==> src/rtl/prog_loader_pkg.sv <==
// Shared types and constants for the program loader.
package prog_loader_pkg;

  typedef enum logic [2:0] {
    ST_IDLE  = 3'd0,
    ST_LOAD  = 3'd1,
    ST_CHECK = 3'd2,
    ST_HOLD  = 3'd3,
    ST_DONE  = 3'd4,
    ST_ERROR = 3'd5
  } state_e;

  localparam int unsigned DELAY_W  = 4;
  localparam int unsigned ADDR_W   = 9;
  localparam logic [ADDR_W-1:0] LEN_ZERO = 9'd256;

  // A length byte of zero encodes a full 256-byte program.
  function automatic logic [ADDR_W-1:0] decode_len(input logic [7:0] len_byte);
    return (len_byte == 8'd0) ? LEN_ZERO : {1'b0, len_byte};
  endfunction

endpackage

==> src/rtl/prog_loader_release_timer.sv <==
// Loadable down-counter that times the HOLD phase before the core is released.
module release_timer
  import prog_loader_pkg::*;
(
  input  logic               clk,
  input  logic               reset,
  input  logic               start,
  input  logic [DELAY_W-1:0] count,
  output logic               expired
);

  logic [DELAY_W-1:0] cnt_q;
  logic [DELAY_W-1:0] cnt_d;

  always_comb begin
    cnt_d = cnt_q;
    if (start) begin
      cnt_d = count;
    end else if (cnt_q != {DELAY_W{1'b0}}) begin
      cnt_d = cnt_q - DELAY_W'(1);
    end else begin
      cnt_d = cnt_q;
    end
  end

  always_ff @(posedge clk) begin
    if (reset) begin
      cnt_q <= {DELAY_W{1'b0}};
    end else begin
      cnt_q <= cnt_d;
    end
  end

  // Expires on the last loaded cycle so HOLD lasts exactly `count` cycles.
  assign expired = (cnt_q == DELAY_W'(1));

endmodule

==> src/rtl/prog_loader.sv <==
// Byte-stream program loader: length, data bytes, optional checksum, then core release.
// Checksum support is enabled by defining PROG_LOADER_CHECKSUM_EN.
module prog_loader #(
  parameter int unsigned RELEASE_DELAY = 2
) (
  input  logic       clk,
  input  logic       reset,
  input  logic       in_valid,
  input  logic [7:0] in_data,
  output logic       in_ready,
  input  logic       restart,
  output logic       wr_en,
  output logic [7:0] wr_addr,
  output logic [7:0] wr_data,
  output logic       core_reset,
  output logic       done,
  output logic       error
);
  import prog_loader_pkg::*;

  localparam logic [DELAY_W-1:0] DELAY_CNT = DELAY_W'(RELEASE_DELAY);

  state_e            state_q, state_d;
  logic [ADDR_W-1:0] len_q, len_d;
  logic [ADDR_W-1:0] addr_q, addr_d;
  logic              wr_en_q, wr_en_d;
  logic [7:0]        wr_addr_q, wr_addr_d;
  logic [7:0]        wr_data_q, wr_data_d;
  logic              in_ready_q, in_ready_d;
  logic              core_reset_q, core_reset_d;
  logic              done_q, done_d;
  logic              timer_start;
  logic              timer_expired;
  logic              accept;
`ifdef PROG_LOADER_CHECKSUM_EN
  logic [7:0]        sum_q, sum_d;
  logic              error_q, error_d;
`endif

  assign accept = in_valid && in_ready_q;

  release_timer u_release_timer (
    .clk     (clk),
    .reset   (reset),
    .start   (timer_start),
    .count   (DELAY_CNT),
    .expired (timer_expired)
  );

  always_ff @(posedge clk) begin
    if (reset) begin
      state_q      <= ST_IDLE;
      len_q        <= {ADDR_W{1'b0}};
      addr_q       <= {ADDR_W{1'b0}};
      wr_en_q      <= 1'b0;
      wr_addr_q    <= 8'd0;
      wr_data_q    <= 8'd0;
      in_ready_q   <= 1'b1;
      core_reset_q <= 1'b1;
      done_q       <= 1'b0;
`ifdef PROG_LOADER_CHECKSUM_EN
      sum_q        <= 8'd0;
      error_q      <= 1'b0;
`endif
    end else begin
      state_q      <= state_d;
      len_q        <= len_d;
      addr_q       <= addr_d;
      wr_en_q      <= wr_en_d;
      wr_addr_q    <= wr_addr_d;
      wr_data_q    <= wr_data_d;
      in_ready_q   <= in_ready_d;
      core_reset_q <= core_reset_d;
      done_q       <= done_d;
`ifdef PROG_LOADER_CHECKSUM_EN
      sum_q        <= sum_d;
      error_q      <= error_d;
`endif
    end
  end

  always_comb begin
    state_d     = state_q;
    len_d       = len_q;
    addr_d      = addr_q;
    wr_en_d     = 1'b0;
    wr_addr_d   = wr_addr_q;
    wr_data_d   = wr_data_q;
    timer_start = 1'b0;
`ifdef PROG_LOADER_CHECKSUM_EN
    sum_d       = sum_q;
`endif
    case (state_q)
      ST_IDLE: begin
        if (accept) begin
          len_d   = decode_len(in_data);
          addr_d  = {ADDR_W{1'b0}};
`ifdef PROG_LOADER_CHECKSUM_EN
          sum_d   = 8'd0;
`endif
          state_d = ST_LOAD;
        end else begin
          state_d = ST_IDLE;
        end
      end
      ST_LOAD: begin
        if (accept) begin
          wr_en_d   = 1'b1;
          wr_addr_d = addr_q[7:0];
          wr_data_d = in_data;
          addr_d    = addr_q + 9'd1;
`ifdef PROG_LOADER_CHECKSUM_EN
          sum_d     = sum_q + in_data;
`endif
          // 9-bit compare lets a 256-byte load finish without wrapping to 0.
          if ((addr_q + 9'd1) == len_q) begin
`ifdef PROG_LOADER_CHECKSUM_EN
            state_d     = ST_CHECK;
`else
            state_d     = ST_HOLD;
            timer_start = 1'b1;
`endif
          end else begin
            state_d = ST_LOAD;
          end
        end else begin
          state_d = ST_LOAD;
        end
      end
`ifdef PROG_LOADER_CHECKSUM_EN
      ST_CHECK: begin
        if (accept) begin
          if (in_data == sum_q) begin
            state_d     = ST_HOLD;
            timer_start = 1'b1;
          end else begin
            state_d = ST_ERROR;
          end
        end else begin
          state_d = ST_CHECK;
        end
      end
`endif
      ST_HOLD: begin
        if (timer_expired) begin
          state_d = ST_DONE;
        end else begin
          state_d = ST_HOLD;
        end
      end
      ST_DONE, ST_ERROR: begin
        if (restart) begin
          state_d = ST_IDLE;
        end else begin
          state_d = state_q;
        end
      end
      default: begin
        state_d = ST_IDLE;
      end
    endcase
  end

  // Status outputs are decoded from the next state so they register in step with it.
  always_comb begin
    in_ready_d   = 1'b0;
    core_reset_d = 1'b1;
    done_d       = 1'b0;
`ifdef PROG_LOADER_CHECKSUM_EN
    error_d      = 1'b0;
`endif
    case (state_d)
      ST_IDLE, ST_LOAD: begin
        in_ready_d = 1'b1;
      end
`ifdef PROG_LOADER_CHECKSUM_EN
      ST_CHECK: begin
        in_ready_d = 1'b1;
      end
      ST_ERROR: begin
        error_d = 1'b1;
      end
`endif
      ST_DONE: begin
        core_reset_d = 1'b0;
        done_d       = 1'b1;
      end
      default: begin
        in_ready_d = 1'b0;
      end
    endcase
  end

  assign in_ready   = in_ready_q;
  assign wr_en      = wr_en_q;
  assign wr_addr    = wr_addr_q;
  assign wr_data    = wr_data_q;
  assign core_reset = core_reset_q;
  assign done       = done_q;
`ifdef PROG_LOADER_CHECKSUM_EN
  assign error      = error_q;
`else
  assign error      = 1'b0;
`endif

endmodule

==> config.mk <==
export PLATFORM = sky130hd
export DESIGN_NAME = prog_loader
export DESIGN_NICKNAME = d
export VERILOG_FILES = /design/src/rtl/prog_loader_pkg.sv /design/src/rtl/prog_loader_release_timer.sv /design/src/rtl/prog_loader.sv
export SDC_FILE = /design/constraint.sdc
export NUM_CORES = 1
export LEC_CHECK = 0
export ABC_CLOCK_PERIOD_IN_PS = 3000
export BUFFER_PORTS_ARGS = -buffer_cell sky130_fd_sc_hd__buf_2
export CAP_MARGIN = 5
export CORE_MARGIN = 5
export CORE_UTILIZATION = 31
export DETAILED_ROUTE_END_ITERATION = 6
export GPL_ROUTABILITY_DRIVEN = 1
export GPL_TIMING_DRIVEN = 1
export PLACE_DENSITY = 0.6
export SLEW_MARGIN = 5
export SYNTH_ARGS = -nofsm -noshare
export SYNTH_HDL_FRONTEND = slang
export SYNTH_SLANG_ARGS = --single-unit
==> constraint.sdc <==
create_clock -name clk -period 3 [get_ports clk]
set_input_delay 0.3 -clock clk [delete_from_list [all_inputs] [get_ports clk]]
set_output_delay 0.3 -clock clk [all_outputs]
set_load 0.02 [all_outputs]
After elaboration in Yosys (flattened, before gate mapping):

Index checks and enable logic that the tools add are counted.

* input bits: 12
* memories kept: 0
* output and inout port bits: 21
* RAM bits: 0
* register bits after elaboration: 45
* latch bits: 0
* logic and storage cells: 57
* ROM bits: 0

* $lt $le $gt $ge: 0
* eq/ne operators: 10
* multiplexer cells: 19
* multiply operators: 0
* reduce and logical (&&, ||, !) cells: 14
* shift operators: 0
* divide/modulo/power cells: 0
* add/subtract/negate cells: 2
* bitwise logic cells: 1

Operator list (count)
* $mux 9: 3
* $pmux 9 s2: 1
* $pmux 3 s4: 1
* $add 9x1->9 const B: 1
* $eq 3x3->1 const B: 3
* $eq 9x9->1: 1
* $mux 3: 3
* $logic_not 8->1: 1
* $mux 1: 8
* $reduce_or 2->1: 4
* $eq 3x1->1 const B: 2
* $logic_not 3->1: 2
* $mux 2: 3
* $eq 4x1->1 const B: 1
* $ne 2x2->1 const B: 2
* $reduce_and 2->1: 2
* $reduce_bool 2->1: 2
* $reduce_bool 4->1: 1
* $sub 4x1->4 const B: 1
* $eq 3x2->1 const B: 1
* $reduce_and 3->1: 1
* $logic_and 1x1->1: 1
* $not 1->1: 1

Longest topological paths before layout:

* depth in word-level cells: 8
* mapped depth: 8
* gate-level depth less buffers: 7

Modules after synthesis:

Synthesis repeated with hierarchy kept, for this count alone.

* cell total of the unflattened synthesis: 252
* area, all modules: 2114.5 um^2

By module, submodules not included
* prog_loader: instances 1, area each 1868.0 um^2, cells an instance 225, seq. area each 820.8 um^2
* release_timer: instances 1, area each 246.5 um^2, cells an instance 27, seq. area each 80.1 um^2

Worst setup path before layout:

No wires, ideal clock.

* path type: register -> register
* start: register addr_q[1]
* end: register in_ready_q (netlist: in_ready)
* required time: 2.884 ns
* period minus slack after synthesis: 2.082 ns
* buffers on the path: 1
* path slack: 0.918 ns
* stages on the path, launching flop included: 9
* arrival: 1.966 ns
* library setup time: 0.116 ns
* cell sequence: dfxtp_1 -> ha_1 -> clkbuf_8 -> nand3_2 -> nor3_1 -> xnor2_1 -> o2111ai_1 -> or3_1 -> and3b_1

* word-level cells in the longest chain between the ends: 8
* elaborated cells between the ends (all ways): 9
* those cells by class: 1 x add/sub; 2 x eq/ne; 4 x mux; 2 x reduce/logical

RTL lines
* from (decl): line prog_loader.sv:25 `logic [ADDR_W-1:0] addr_q, addr_d;`
* from (signal assigned): line prog_loader.sv:54 `addr_q <= {ADDR_W{1'b0}};`
* from (signal assigned): line prog_loader.sv:68 `addr_q <= addr_d;`
* $add 9x1->9 *: line prog_loader.sv:116 `if ((addr_q + 9'd1) == len_q) begin`
* $eq 9x9->1 *: line prog_loader.sv:116
* $mux 2 *: line prog_loader.sv:116
* $mux 3 *: line prog_loader.sv:107 `if (accept) begin`
* $pmux 3 s4 *: line prog_loader.sv:93 `case (state_q)`
* $eq 3x1->1 / $logic_not 3->1 (equally long branches): line prog_loader.sv:172 `case (state_d)`
* $reduce_or 2->1 *: line prog_loader.sv:172
* $mux 1 *: line prog_loader.sv:172
* to (signal assigned): line prog_loader.sv:72 `in_ready_q <= in_ready_d;`
* to (decl): line prog_loader.sv:29 `logic in_ready_q, in_ready_d;`

Every way passes the cells marked *; elsewhere a longest branch is shown, timed or not.
A chain may end at the register's enable or synchronous reset.

Final worst setup path:

* start: register addr_q[0]
* end: register in_ready_q (netlist: in_ready)

Same word-level chain as after synthesis.

==> flow_summary.ini <==
[detailed_routing]
vias = 1731
drc = 0
drt_wl_total_microns = 4560
wl_met3_microns = 210
met2_length_microns = 2050
vias_per_cell = 5.00
drt_first_pass_iters = 4
highest_layer = met4
drtAntennaViolNets = 0
drt-met1-wl_microns = 2240
drtIter0Drc = 107
wl_per_cell_microns = 13.2

[power_and_ir_drop]
powerDensity_nw_per_um2 = 519
power_mw = 1.20
power_leakage_nw = 0.884
peakVddDrop_mv = 0.183

[timing]
max_freq_mhz = 405
slew_viol_final = 0
fin_ws_ps = 528
relSlewSlack_pct = 57.3
fin_setup_tns_ps = 0
max_slew.worst_pin.slew_ps = 641
skew_ps = 13.9
setup_viol = 0
whs_ps = 247
rsz0062_at_grt = false
fin_crit_ps = 2470
hold_viol_final = 0
finalCritPeriodShare_pct = 82.4

[clocking]
h-tree-depth = 2
clock_latency_ps = 300
ctsRootBufferMaster = clkbuf_8
cts_tree = built
ctsResizeCount = 0
cts_buffer_depth = 2
hold_buffers = 0
cts.reportedPaths.clkPinSlew_ps = 90
cts_setup_buffers = 0
numCtsBuffers = 5
clock-sinks = 45

[cells_and_area]
final_common_cell = dfxtp_1
drive_gt1_share_pct = 17.1
synthToLayoutAreaGrowth_pct = 12.4
num-fill-cells = 661
multi_input_area_sq_um = 1020
fin_nets = 281
regArea_sq_um = 901
final_cell_mix = dfxtp_1 (45), nand2_1 (43), buf_2 (31), a21oi_1 (26), nor2_1 (21)
num_antenna_cells = 0

[floorplanning]
dieArea_sq_um = 8370
die_h_microns = 91.5
start_util_pct = 32.0
row_count = 29
ioPinCount = 33
fp.dieW_microns = 91.5
core_area_sq_um = 6420

[placement]
portBuffers = 31
dpl.hpwl_microns = 3300
gp_congestion = 0.828
dp_slack_ps = 532

[grt]
antenna_found_initial = 0
gr-usage-all-layers_pct = 11.3
grt_max_degree = 37
overflow = 0
grt_pass1_wl_microns = 7770
first_global_vias = 1604

[logic_synthesis]
synth_area_sq_um = 2060
postSynthRegisterBits = 45
synthCells = 243
synth_enable_flop_cells = 0
synth_cell_types = 43
synthArstFlopShare_pct = 0
synthFlopType = dfxtp_1
yosysSeqAreaShare_pct = 43.8
yosysWarnings = 0
syn-num-nets = 256
postSynthAreaPerCell_sq_um = 8.47

[worst_setup_path]
r2r_slack_ps = 530
critical-path-max-stage-delay_ps = 490
crit_slowest_cell = dfxtp_1
crit_path_end_kind = flop
worstSetupPathType = flop to flop
crit_path_cell_trace = ha_1 -> nand3_2 -> nor3_1 -> xnor2_1 -> o2111ai_1 -> or3_1 -> and3b_1
critical_path.n_buffers_inverters = 0
path_max_fanout = 9
crit_arrival_ps = 2670
path_delay_family = simple AND/OR/NAND/NOR gates
cp.required_ps = 3200
start_kind = flop

[run]
maxCapViolCount = 0

[worst_hold_path]
hold_path_class = input port to flop

[run_status]
status = finished, final reports clean
-- report_power, final --
| part | internal, mW | switching, mW | leakage [nW] |
|---|---|---|---|
| logic | 0.0453 | 0.0668 | 0.464 |
| clock network | 0.250 | 0.210 | 0.0554 |
| registers | 0.613 | 0.0154 | 0.365 |
-- worst paths after layout --
check,cells after the start,to,from
hold reg to reg,2,wr_addr[4]$_SDFFE_PP0P_,wr_addr[4]$_SDFFE_PP0P_
setup / recovery,7,in_ready$_SDFF_PP1_,addr_q[0]$_SDFFE_PP0P_
setup reg to reg,7,in_ready$_SDFF_PP1_,addr_q[0]$_SDFFE_PP0P_
hold / removal,3,wr_data[3]$_SDFFE_PP0P_,in_data[3]
-- sequential cells by signal, summed over array words and instances, names as in the netlist --
register / count
wr_en: 1
wr_addr: 8
u_release_timer.cnt_q: 4
in_ready: 1
done: 1
state_q: 3
len_q: 9
wr_data: 8
core_reset: 1
addr_q: 9
-- worst reg2reg max path, cell delays in order, from the launching register on --
cell,delay (ps)
dfxtp_1,490
ha_1,390
nand3_2,200
nor3_1,390
xnor2_1,170
o2111ai_1,140
or3_1,420
and3b_1,180
-- logic make-up after synthesis --
logic type | after synthesis | share of synthesized area [%]
AND/OR/NAND/NOR | 104 | 24.8
other | 1 | 0.182
AO/OA/AOI/OAI | 55 | 16.0
adder cells (fa/ha/maj) | 1 | 0.608
buffers and inverters | 20 | 6.87
multiplexers | 8 | 3.89
flip-flops | 45 | 43.8
XOR/XNOR | 9 | 3.83
-- synth_stat cells, types with 2 or more instances --
library cell	number	area [sq um]
dfxtp_1	45	901
nand2_1	43	161
a21oi_1	26	130
nor2_1	21	78.8
o21ai_0	11	55.1
mux2i_1	8	80.1
clkbuf_1	6	22.5
nor3_1	6	30.0
clkbuf_8	5	68.8
inv_1	5	18.8
or3_1	5	31.3
xnor2_1	5	43.8
a211oi_1	4	30.0
nand2b_1	4	25.0
nand3_1	4	20.0
nor4_1	4	25.0
o31ai_1	4	30.0
xor2_1	4	35.0
and2_1	3	18.8
nor2b_1	3	18.8
a311oi_1	2	17.5
buf_4	2	15.0
nand4_1	2	12.5
o211ai_1	2	15.0
-- stage by stage --
step | cells | instance area (sq um) | utilization (%)
after global routing | 346 | 2310 | 36.0
after detailed placement | 338 | 2200 | 34.3
after CTS | 346 | 2310 | 36.0
after floorplan | 243 | 2060 | -
after global placement | 338 | 2200 | 34.3
final | 346 | 2310 | 36.0
-- routing by layer --
layer	vias up	GRT usage (%)
met5	-	0
met2	35	17.2
met1	795	15.0
met3	7	3.39
li1	894	-
met4	0	4.02
-- layout make-up --
class | count | area share, %
Multi-Input combinational cell | 178 | 43.9
Clock inverter | 2 | 1.68
Timing Repair Buffer | 33 | 7.36
Tap cell | 77 | 4.16
Inverter | 5 | 0.811
Clock buffer | 6 | 3.14
Sequential cell | 45 | 38.9
Power figures use the tool's default switching activity.
